===== config.mk =====
export PLATFORM = sky130hd
export DESIGN_NAME = light_sequencer
export DESIGN_NICKNAME = d
export VERILOG_FILES = /design/src/rtl/light_sequencer.sv
export SDC_FILE = /design/constraint.sdc
export NUM_CORES = 1
export LEC_CHECK = 0
export BUFFER_PORTS_ARGS = -buffer_cell sky130_fd_sc_hd__buf_2
export CAP_MARGIN = 20
export CORE_AREA = 5 5 69 58
export CTS_CLUSTER_DIAMETER = 200
export DETAILED_ROUTE_END_ITERATION = 8
export DIE_AREA = 0 0 74 63
export PLACE_DENSITY_LB_ADDON = 0.05
export SLEW_MARGIN = 40
export SYNTH_ARGS = -nofsm -noshare
export SYNTH_HDL_FRONTEND = slang
export SYNTH_SLANG_ARGS = --single-unit

===== constraint.sdc =====
create_clock -name clk -period 3.21 [get_ports clk]
set_input_delay 0.642 -clock clk [delete_from_list [all_inputs] [get_ports clk]]
set_output_delay 0.642 -clock clk [all_outputs]
set_load 0.005 [all_outputs]

===== src/rtl/light_sequencer.sv =====
// light_sequencer: free-running four-LED heartbeat pattern.
// A prescaler divides clk into steps of STEP_CYCLES cycles. On each step edge
// an 8-state pattern machine advances and the LED register is updated on that
// same edge, so the LEDs come straight from flops and never glitch.
`timescale 1ns/100ps
module light_sequencer #(
  parameter int STEP_CYCLES = 50,
  parameter int CNT_W       = 24
) (
  input  logic clk,
  input  logic rst,
  output logic led_1,
  output logic led_2,
  output logic led_3,
  output logic led_4
);

  typedef enum logic [2:0] {
    S0 = 3'd0, S1 = 3'd1, S2 = 3'd2, S3 = 3'd3,
    S4 = 3'd4, S5 = 3'd5, S6 = 3'd6, S7 = 3'd7
  } state_t;

  // Terminal prescaler count: the edge that sees this value is the step edge.
  localparam logic [CNT_W-1:0] CNT_LAST = CNT_W'(STEP_CYCLES - 1);

  // NOTE: declaration initialisers give the flops their reset values at
  // power-up, so the sequence runs correctly even if rst is never asserted.
  logic [CNT_W-1:0] cnt   = '0;
  state_t           state = S0;
  logic [3:0]       leds  = 4'b1000;   // {led_1, led_2, led_3, led_4}

  logic   step;
  state_t state_next;

  // LED pattern for a state; any unexpected encoding shows the S0 pattern.
  function automatic logic [3:0] decode(input state_t s);
    case (s)
      S0:      decode = 4'b1000;
      S1:      decode = 4'b0100;
      S2:      decode = 4'b0010;
      S3:      decode = 4'b0001;
      S4:      decode = 4'b0011;
      S5:      decode = 4'b0111;
      S6:      decode = 4'b1111;
      S7:      decode = 4'b0000;
      default: decode = 4'b1000;
    endcase
  endfunction

  // Successor state; an unexpected encoding is treated as S0 and moves on to S1.
  function automatic state_t advance(input state_t s);
    case (s)
      S0:      advance = S1;
      S1:      advance = S2;
      S2:      advance = S3;
      S3:      advance = S4;
      S4:      advance = S5;
      S5:      advance = S6;
      S6:      advance = S7;
      S7:      advance = S0;
      default: advance = S1;
    endcase
  endfunction

  // Step detection and next-state selection.
  always_comb begin
    step       = (cnt == CNT_LAST);
    state_next = advance(state);
  end

  // Prescaler, pattern state and LED register; reset discards all progress.
  // NOTE: sequential state uses non-blocking assignments so every flop samples
  // the pre-edge values of the others.
  always_ff @(posedge clk or posedge rst) begin
    if (rst) begin
      cnt   <= '0;
      state <= S0;
      leds  <= 4'b1000;
    end else if (step) begin
      cnt   <= '0;
      state <= state_next;
      leds  <= decode(state_next);
    end else begin
      cnt   <= cnt + 1'b1;
    end
  end

  assign led_1 = leds[3];
  assign led_2 = leds[2];
  assign led_3 = leds[1];
  assign led_4 = leds[0];

endmodule


; ---- Word-level counts from Yosys, hierarchy flattened
; Memory sizes are Yosys's and may differ from the RTL's. A register that Yosys moved wholly into a read port is not among the register bits.
; Index checks and enable logic that the tools add are counted.
[word_totals]
n_memories = 2
regBits = 27
mem_bits_ro = 56
wordCells = 7
[memory_table]
columns = memory, depth, word_bits, read_ports, rd_ports_with_merged_regs, wr, line
row1 = (name not given), 8, 4, 1, 1, 0, 37  ; case (s)
row2 = (name not given), 8, 3, 1, 0, 0, 52  ; case (s)
[op_classes]
addsub = 1
eq_ne = 1
n_mux = 1
[ops]
columns = operator, count
row1 = 24-bit by 1-bit adder with 24-bit output (second input constant), 1
row2 = 24-bit by 6-bit equality test with 1-bit output (second input constant), 1
row3 = 24-bit 2-to-1 mux, 1

; ---- Longest topological paths before layout
; Gate-level depths: netlist of the first run.
[depth]
depth_word = 2
ltp_mapped = 7
depth_no_buf = 6

; ---- Worst setup path after synthesis of the first run
; OpenSTA, ideal clock, no wires.
[synth_timing]
path_type = reg-to-reg
startpoint = register cnt[3]
endpoint = register leds[0]
arrival_ns = 1.960
path_stages_with_launch = 6
setup_time_ns = 0.125
path_slack_ns = 1.125
n_path_buf = 1
required_ns = 3.085
path_cell_list = dfrtp_1 > or4_1 > or4_4 > nor2_4 > buf_6 > mux2_4
[synth_between]
elab_chain_len = 1
[synth_lines]
columns = item, line
row1 = start: declaration, 28  ; logic [CNT_W-1:0] cnt = '0;
row2 = start signal: assignment, 84  ; cnt <= cnt + 1'b1;
row3 = 24-bit by 6-bit equality test with 1-bit output, 67  ; step = (cnt == CNT_LAST);
row4 = end: declaration, 30  ; logic [3:0] leds = 4'b1000;
; Every way passes these cells.
; A chain may end at the register's enable or synchronous reset.

; ---- Worst setup path in the final report of the first run
[layout_timing]
startpoint = register cnt[3]
endpoint = register leds[1]
; Same word-level chain as after synthesis.

==> results of run 1 <==
-- cell usage after synthesis (all sizes together) --
cell,count,area share
o31ai,1,0.0048
ha,8,0.064
and3,2,0.0081
nand2,8,0.019
nor4,3,0.012
nand3,8,0.026
o221ai,1,0.0056
and4,2,0.011
xnor2,14,0.079
o21ai,3,0.0097
nor4b,1,0.0056
nand4,10,0.040
buf,1,0.0073
or4,2,0.012
xor2,7,0.039
nor2,12,0.034
nor3,3,0.0097
mux2,7,0.060
dfstp,1,0.017
mux2i,4,0.026
dfrtp,30,0.48
inv,9,0.022
a21oi,1,0.0032
-- per-stage QoR --
stage | utilization | setup slack [ps]
after floorplan | - | 1130
after global placement | 0.492 | 945
after detailed placement | 0.492 | 935
after CTS | 0.516 | 913
after global routing | 0.516 | 850
final | 0.516 | 927
-- path summary, 6_finish.rpt --
path                       startpoint       to  slack [ps]  cells past startpoint
setup / recovery               cnt[3]  leds[1]         930                      4
hold / removal                    rst   cnt[8]         430                      3
setup reg to reg               cnt[3]  leds[1]         930                      4
hold reg to reg               cnt[23]  cnt[23]         480                      1
max in group asynchronous         rst  leds[3]        2460                      3
min in group clk              cnt[23]  cnt[23]         480                      1
-- layout make-up --
type                            instances  area (um^2)
Fill cell                             301         1600
Sequential cell                        31          777
Multi-Input combinational cell         97          731
Clock buffer                            8         80.1
Tap cell                               42         52.6
Inverter                                9         33.8
Timing Repair Buffer                    6         32.5
-- state kept, by name, indices dropped and copies added, names as in the netlist --
| name | cells |
|---|---|
| cnt | 24 |
| leds | 4 |
| state | 3 |
-- cells by family (layout without fill, tap and decap cells) --
logic type               count (synthesis)  in the layout  synth area share
AO/OA/AOI/OAI                            6              6            0.0234
XOR/XNOR                                21             21             0.118
adder cells (fa/ha/maj)                  8              8            0.0645
buffers and inverters                   10             23            0.0290
flip-flops                              31             31             0.500
multiplexers                            11             11            0.0862
AND/OR/NAND/NOR                         51             51             0.178
-- worst min-delay path, stage by stage --
cell	delay [ps]
buf_2	90
inv_1	40
buf_4	350
-- per-layer routing --
metal,vias to the layer above,share of wire
li1,502,-
met1,511,0.48
met2,12,0.45
met3,5,0.043
met4,0,0.025
met5,-,0
-- report_power, final --
| group | switching [W] | total [W] | internal (W) |
|---|---|---|---|
| clock | 0.000137 | 0.000291 | 0.000154 |
| combinational | 0.00000757 | 0.00000889 | 0.00000132 |
| sequential | 0 | 0.000391 | 0.000391 |
| total | 0.000144 | 0.000690 | 0.000546 |
==> reports/summary.md, run 1 <==
Outcome
- **run status** completed

CTS
- **post-CTS setup buffer count** 0
- **PostCTS Resize Cnt** 0
- **Inserted Clock Buffers** 5
- **CTS root buf** clkbuf_8
- **clk buf depth** 2
- **clock sink count** 31
- **count of hold-fix buffers inserted at cts** 0
- **clock transition at the register clock pins on the worst setup and hold paths after CTS** 60 ps
- **TritonCTS clock tree** built
- **number of levels in the clock H-tree** 2
- **Clock Latency Late Sink** 280 ps

GRT
- **met1 Track Usage GR** 0.182
- **met3 Resource Use GR** 0.0611
- **busiest layer in global routing** met2
- **met2 Track Usage GR** 0.195
- **initial antenna violation count** 0
- **wire length of the first global-routing pass** 4750 um
- **pin count of the biggest net entering global routing** 32
- **GRT Util Overall** 0.141
- **grt ovf** 0
- **vias in the first global route** 971

Synthesis
- **Gate Count Post-Synth** 138
- **Post-Syn Area** 1550 um^2
- **per-instance average area after synthesis** 11.3 um^2
- **fraction of the yosys area taken by sequential cells** 0.500
- **number of warning messages in the yosys log** 0
- **nets in the synthesized netlist** 148
- **number of synthesized register bits** 31
- **number of unique standard cell types used by synthesis** 26

Layout
- **final-stage net count** 160
- **most common library cell in the layout ignoring fill and taps** dfrtp_1
- **final non-filler cell total** 193
- **final instance area** 1710 um^2
- **Synth-to-Final Area Change** 9.91%
- **antenna diode count** 0
- **share of final-layout standard cells stronger than drive strength 1** 0.139
- **highest-count cells in the layout ignoring fill and taps** 30 x dfrtp_1, 14 x xnor2_1, 11 x nor2_1

Placement
- **Cell Count Post-Placement** 185
- **routability congestion estimate from global placement** 0.792
- **HPWL after detailed placement** 1860 um
- **PortBufs** 5
- **area of placed instances** 1630 um^2

Setup path
- **Crit path arrival time** 2450 ps
- **largest stage delay on the critical path** 530 ps
- **cells along the critical path** or4_1 > or4_4 > nor2_4 > mux2_2
- **crit end category** register
- **number of buffer and inverter instances along the worst setup path** 0
- **critical path data required time** 3380 ps
- **Crit path max-delay family** simple AND/OR/NAND/NOR gates
- **critical path type** register to register
- **peak fanout along the critical path** 11
- **sort of element at the start of the critical path** register
- **cell at the slowest stage of the critical path** or4_1

Pwr
- **leakage power** 0.840 nW
- **total power per unit cell area** 405 nW/um^2
- **Worst IR Drop VDD** 0.000248 V
- **Tot Pwr** 0.000690 W

Timing
- **normalized max-slew margin** 0.489
- **final setup violation count** 0
- **Setup TNS Final** 0 ps
- **Final Hold Vio Count** 0
- **Slew @ Worst Pin** 760 ps
- **pins over their slew limit** 0
- **final period demand of the worst path** 2280 ps
- **Setup Skew** 5.67 ps
- **period utilisation layout** 0.711
- **worst hold slack** 429 ps
- **RSZ-0062 raised after global routing** no
- **highest achievable clock rate** 0.438 GHz

Drt
- **remaining antenna violation count** 0
- **Remaining DRCs** 0
- **routed via count divided by cell count** 5.34
- **first drt pass iteration count** 4
- **aggregate routed wire length** 2770 um
- **routed length per placed instance** 14.3 um
- **DR vias** 1,030
- **number of design-rule violations left by the first detailed-router iteration** 54

Floorplanning
- **Die Outline Area** 4660 um^2
- **std cell rows** 19
- **die width** 74 um
- **boundary pin count** 6
- **core box area** 3300 um^2
- **die height** 63 um
- **Starting Density** 0.470

Flow run
- **number of max-capacitance violations reported** 0

Min path
- **Tightest Hold Check Type** input port to asynchronous set/reset pin

(Power assumes the default switching activity.)
==> inputs of run 2 (changes only) <==
==> constraint.sdc (replaced) <==
create_clock -name clk -period 2.3 [get_ports clk]
set_input_delay 0.46 -clock clk [delete_from_list [all_inputs] [get_ports clk]]
set_output_delay 0.46 -clock clk [all_outputs]
set_load 0.005 [all_outputs]
==> reports/summary.md, run 2 (synthesized netlist as in run 1, its figures left out) <==
Timing
- **Final Hold Vio Count** 0, unchanged
- **highest achievable clock rate** 0.456 GHz, +4.0%
- **Setup Skew** 6.95 ps, +1.28 ps
- **Slew @ Worst Pin** 399 ps, -361 ps
- **Setup TNS Final** 0 ps, unchanged
- **period utilisation layout** 0.954, +0.243
- **final setup violation count** 0, unchanged
- **pins over their slew limit** 0, unchanged
- **normalized max-slew margin** 0.734, +0.245
- **final period demand of the worst path** 2200 ps, -87.7 ps
- **RSZ-0062 raised after global routing** no

Drt
- **aggregate routed wire length** 2900 um, +4.8%
- **remaining antenna violation count** 0, unchanged
- **Remaining DRCs** 0, unchanged
- **routed length per placed instance** 14.5 um, +1.2%
- **routed via count divided by cell count** 5.37, +0.62%
- **first drt pass iteration count** 4, unchanged
- **DR vias** 1,074, +4.3%
- **number of design-rule violations left by the first detailed-router iteration** 59, +9.3%

Min path
- **Tightest Hold Check Type** input port to asynchronous set/reset pin

Layout
- **highest-count cells in the layout ignoring fill and taps** 30 x dfrtp_1, 14 x xnor2_1, 11 x nor2_1
- **final-stage net count** 167, +4.4%
- **final non-filler cell total** 200, +3.6%
- **most common library cell in the layout ignoring fill and taps** dfrtp_1
- **antenna diode count** 0, unchanged
- **Synth-to-Final Area Change** 13.4%
- **largest registers in the final layout** cnt: 24 flops, leds: 4 flops, state: 3 flops
- **share of final-layout standard cells stronger than drive strength 1** 0.184, +0.0445
- **max reg flops** 24, unchanged
- **Biggest register** cnt

Floorplanning
- **std cell rows** 19, unchanged
- **boundary pin count** 6, unchanged
- **Die Outline Area** 4660 um^2, unchanged
- **die height** 63 um, unchanged
- **Starting Density** 0.470, unchanged
- **core box area** 3300 um^2, unchanged
- **die width** 74 um, unchanged

Pwr
- **Worst IR Drop VDD** 0.000438 V, +76%
- **Tot Pwr** 0.000968 W, +40%
- **total power per unit cell area** 550 nW/um^2, +36%
- **leakage power** 0.878 nW, +4.6%

GRT
- **pin count of the biggest net entering global routing** 32, unchanged
- **initial antenna violation count** 0, unchanged
- **GRT Util Overall** 0.148, +0.00649
- **wire length of the first global-routing pass** 5310 um, +12%
- **vias in the first global route** 1,129, +16%
- **grt ovf** 0, unchanged

Setup path
- **peak fanout along the critical path** 7, -4
- **number of buffer and inverter instances along the worst setup path** 0, unchanged
- **terminus of the critical flop-to-flop path** leds[1]
- **critical register-to-register path startpoint** cnt[3]
- **cells along the critical path** or4_1 > or4_4 > nor2_4 > mux2_2
- **sort of element at the start of the critical path** register
- **Crit path max-delay family** simple AND/OR/NAND/NOR gates
- **critical path type** register to register
- **critical path data required time** 2470 ps, -910 ps
- **logic depth of the worst register-to-register path** 4, unchanged
- **Crit path arrival time** 2360 ps, -90 ps
- **cell at the slowest stage of the critical path** or4_1
- **logic depth of the worst setup path including buffers** 4, unchanged
- **Worst Setup SP** cnt[3]
- **largest stage delay on the critical path** 540 ps, about the same
- **Worst Setup EP** leds[1]
- **worst reg2reg setup slack** 100 ps, -820 ps
- **crit end category** register

CTS
- **clk buf depth** 2, unchanged
- **Inserted Clock Buffers** 5, unchanged
- **PostCTS Resize Cnt** 0, unchanged
- **TritonCTS clock tree** built
- **clock sink count** 31, unchanged
- **clock transition at the register clock pins on the worst setup and hold paths after CTS** 70 ps, about the same
- **number of levels in the clock H-tree** 2, unchanged
- **count of hold-fix buffers inserted at cts** 0, unchanged
- **CTS root buf** clkbuf_8
- **Clock Latency Late Sink** 280 ps, about the same

Placement
- **Cell Count Post-Placement** 189, +2.2%
- **routability congestion estimate from global placement** 0.792, about the same
- **HPWL after detailed placement** 2090 um, +12%
- **PortBufs** 5, unchanged

Outcome
- **run status** completed

Flow run
- **number of max-capacitance violations reported** 0, unchanged

run 2: cell types whose count changed in the layout (fill, tap and decap cells not counted), sizes merged:
cell / previous run / this run
buf: 6 / 13
clkbuf: 8 / 7
clkinv: 0 / 1
run 2: how the worst min path moves through the flow:
stage | start | to | slack, ps
after floorplan | cnt[23] | cnt[23] | 450
after global placement | cnt[23] | cnt[23] | 470
after detailed placement | cnt[23] | cnt[23] | 480
after CTS | rst | state[0] | 260
after global routing | rst | leds[2] | 290
final | rst | state[1] | 250
run 2: per-stage QoR:
step                setup WS, ps  cell area [um^2]  utilization  hold slack, ps
floorplan                    215              1550            -             446
global route                33.5              1760        0.533             291
CTS                         66.0              1740        0.526             261
global placement             118              1660        0.501             466
detailed placement          87.7              1660        0.501             480
finish                       105              1760        0.533             246
run 2: worst reg2reg max path: stages, from the launching register on:
cell and delay [ps]:
dfrtp_1 390, or4_1 540, or4_4 530, nor2_4 260, mux2_2 360
run 2: cell type report:
cell class / count / area [um^2]
Fill cell: 295 / 1540
Sequential cell: 31 / 777
Multi-Input combinational cell: 97 / 731
Timing Repair Buffer: 13 / 85.1
Clock buffer: 7 / 76.3
Tap cell: 42 / 52.6
Inverter: 9 / 33.8
Clock inverter: 1 / 5.00
run 2: report_power, final:
group | leakage, nW | internal, W | switching, W
combinational | 0.419 | 0.00000185 | 0.0000106
clock | 0.0422 | 0.000212 | 0.000198
sequential | 0.417 | 0.000545 | 0
run 2: timing repair:
item                                    in CTS  in global routing
endpoints found under the setup margin       0                  1
hold endpoints to repair                     0                  0
setup buffers                                0                  3
run 2: layer usage:
| layer | up-vias | GRT usage | wire [um] |
|---|---|---|---|
| met5 | - | 0 | 0 |
| met4 | 0 | 0.0543 | 43 |
| met3 | 6 | 0.0514 | 91 |
| met1 | 534 | 0.198 | 1450 |
| li1 | 520 | - | - |
| met2 | 14 | 0.219 | 1320 |
==> inputs of run 3 (changes only) <==
--- a/config.mk
+++ b/config.mk
@@ -7,10 +7,12 @@
 export LEC_CHECK = 0
 export BUFFER_PORTS_ARGS = -buffer_cell sky130_fd_sc_hd__buf_2
 export CAP_MARGIN = 20
-export CORE_AREA = 5 5 69 58
+export CELL_PAD_IN_SITES_DETAIL_PLACEMENT = 1
+export CELL_PAD_IN_SITES_GLOBAL_PLACEMENT = 2
+export CORE_AREA = 5 5 75 64
 export CTS_CLUSTER_DIAMETER = 200
 export DETAILED_ROUTE_END_ITERATION = 8
-export DIE_AREA = 0 0 74 63
+export DIE_AREA = 0 0 80 69
 export PLACE_DENSITY_LB_ADDON = 0.05
 export SLEW_MARGIN = 40
 export SYNTH_ARGS = -nofsm -noshare
==> reports/summary.md, run 3 (synthesized netlist as in run 1, its figures left out) <==
Outcome
- **run status** completed

GRT
- **GRT Util Overall** 0.131, -0.0170
- **pin count of the biggest net entering global routing** 32, unchanged
- **wire length of the first global-routing pass** 5510 um, +3.9%
- **initial antenna violation count** 0, unchanged
- **grt ovf** 0, unchanged
- **vias in the first global route** 1,165, +3.2%

Min path
- **Tightest Hold Check Type** input port to asynchronous set/reset pin

Drt
- **routed length per placed instance** 14.7 um, +1.5%
- **aggregate routed wire length** 3150 um, +8.6%
- **routed via count divided by cell count** 4.87, -9.3%
- **Remaining DRCs** 0, unchanged
- **first drt pass iteration count** 3, -1
- **remaining antenna violation count** 0, unchanged
- **DR vias** 1,042, -3.0%
- **number of design-rule violations left by the first detailed-router iteration** 17, -71%

Timing
- **final period demand of the worst path** 2210 ps, +10.9 ps
- **Setup TNS Final** 0 ps, unchanged
- **RSZ-0062 raised after global routing** no
- **final setup violation count** 0, unchanged
- **pins over their slew limit** 0, unchanged
- **period utilisation layout** 0.959, +0.00472
- **worst hold slack** 244 ps, -2.19 ps
- **Final Hold Vio Count** 0, unchanged
- **Slew @ Worst Pin** 400 ps, +0.841 ps
- **Setup Skew** 8.33 ps, +1.38 ps
- **normalized max-slew margin** 0.733, about the same
- **highest achievable clock rate** 0.453 GHz, -0.49%

Layout
- **final-stage net count** 166, -0.60%
- **share of final-layout standard cells stronger than drive strength 1** 0.191, +0.00754
- **final instance area** 1770 um^2, +0.78%
- **max reg flops** 24, unchanged
- **Biggest register** cnt
- **most common library cell in the layout ignoring fill and taps** dfrtp_1
- **highest-count cells in the layout ignoring fill and taps** 30 x dfrtp_1, 14 x xnor2_1, 11 x nor2_1
- **final standard cell utilization of the core** 0.444, -0.0885
- **largest registers in the final layout** cnt: 24 flops, leds: 4 flops, state: 3 flops
- **antenna diode count** 0, unchanged
- **Synth-to-Final Area Change** 14.3%

Floorplanning
- **die width** 80 um, +8.1%
- **Starting Density** 0.389, -0.0811
- **die height** 69 um, +9.5%
- **Die Outline Area** 5520 um^2, +18%
- **std cell rows** 21, +2
- **core box area** 3990 um^2, +21%
- **boundary pin count** 6, unchanged

Placement
- **HPWL after detailed placement** 2330 um, +12%
- **area of placed instances** 1690 um^2, +2.0%
- **PortBufs** 5, unchanged
- **routability congestion estimate from global placement** 0.760, -4.1%

Setup path
- **critical path data required time** 2470 ps, about the same
- **crit end category** register
- **critical path type** register to register
- **worst reg2reg setup slack** 90 ps, about the same
- **sort of element at the start of the critical path** register
- **Crit path arrival time** 2370 ps, about the same
- **peak fanout along the critical path** 7, unchanged

CTS
- **TritonCTS clock tree** built
- **Clock Latency Late Sink** 280 ps, about the same
- **CTS root buf** clkbuf_8
- **clk buf depth** 2, unchanged
- **post-CTS setup buffer count** 0, unchanged
- **Inserted Clock Buffers** 5, unchanged
- **PostCTS Resize Cnt** 0, unchanged
- **count of hold-fix buffers inserted at cts** 0, unchanged
- **clock transition at the register clock pins on the worst setup and hold paths after CTS** 70 ps, about the same
- **number of levels in the clock H-tree** 2, unchanged
- **clock sink count** 31, unchanged

Pwr
- **Worst IR Drop VDD** 0.000423 V, -3.5%
- **sequential cell fraction of total power** 0.562, about the same
- **total power per unit cell area** 547 nW/um^2, -0.60%
- **fraction of power consumed by the clock network** 0.425, about the same
- **power share of the combinational group** 0.013, about the same
- **Switching Power** 0.000216 W, +3.4%
- **leakage power** 0.878 nW, about the same
- **switching part of the total power** 0.223, +0.00703
- **Internal Dissipation** 0.000754 W, -0.72%
- **Tot Pwr** 0.000970 W, +0.17%

Flow run
- **number of max-capacitance violations reported** 0, unchanged

-- run 3: per-layer routing --
| layer | share of wire | GRT usage | vias up |
|---|---|---|---|
| li1 | - | - | 514 |
| met1 | 0.49 | 0.163 | 513 |
| met2 | 0.46 | 0.204 | 8 |
| met3 | 0.022 | 0.0404 | 7 |
| met4 | 0.026 | 0.0638 | 0 |
| met5 | 0 | 0 | - |
-- run 3: final timing paths --
check / from / to / cells after the start
min in group clk: cnt[23] / cnt[23] / 1
hold / removal: rst / cnt[17] / 3
setup reg to reg: cnt[6] / leds[1] / 4
max in group asynchronous: rst / leds[3] / 3
setup / recovery: cnt[6] / leds[1] / 4
hold reg to reg: cnt[23] / cnt[23] / 1
-- run 3: cell type report --
| class | count | area (um^2) |
|---|---|---|
| flip-flops and latches | 31 | 777 |
| well taps | 57 | 71.3 |
| repair buffers | 12 | 77.6 |
| fillers | 452 | 2220 |
| clock inverters | 3 | 15.0 |
| inverters | 9 | 33.8 |
| clock buffers | 5 | 68.8 |
| multi-input cells | 97 | 731 |
-- run 3: worst max-delay path: stages (launching register included) --
cell and delay (ps):
dfrtp_1 430, or4_1 520, or4_4 530, nor2_4 250, mux2_2 360
-- run 3: power by group through the flow --
stage / combinational (W) / sequential, W / clock (W)
floorplan: 0.00000804 / 0.000555 / 0
global placement: 0.0000133 / 0.000555 / 0
detailed placement: 0.0000136 / 0.000555 / 0
CTS: 0.0000137 / 0.000545 / 0.000429
global route: 0.0000158 / 0.000545 / 0.000458
finish: 0.0000126 / 0.000545 / 0.000412
-- run 3: per-stage QoR --
| stage | cells | worst slack (ps) |
|---|---|---|
| 6_report | 214 | 94.1 |
| 5_1_grt | 214 | 40.4 |
| 4_1_cts | 214 | 88.5 |
| 3_5_place_dp | 206 | 107 |
| 3_3_place_gp | 206 | 130 |
| 2_1_floorplan | 138 | 215 |
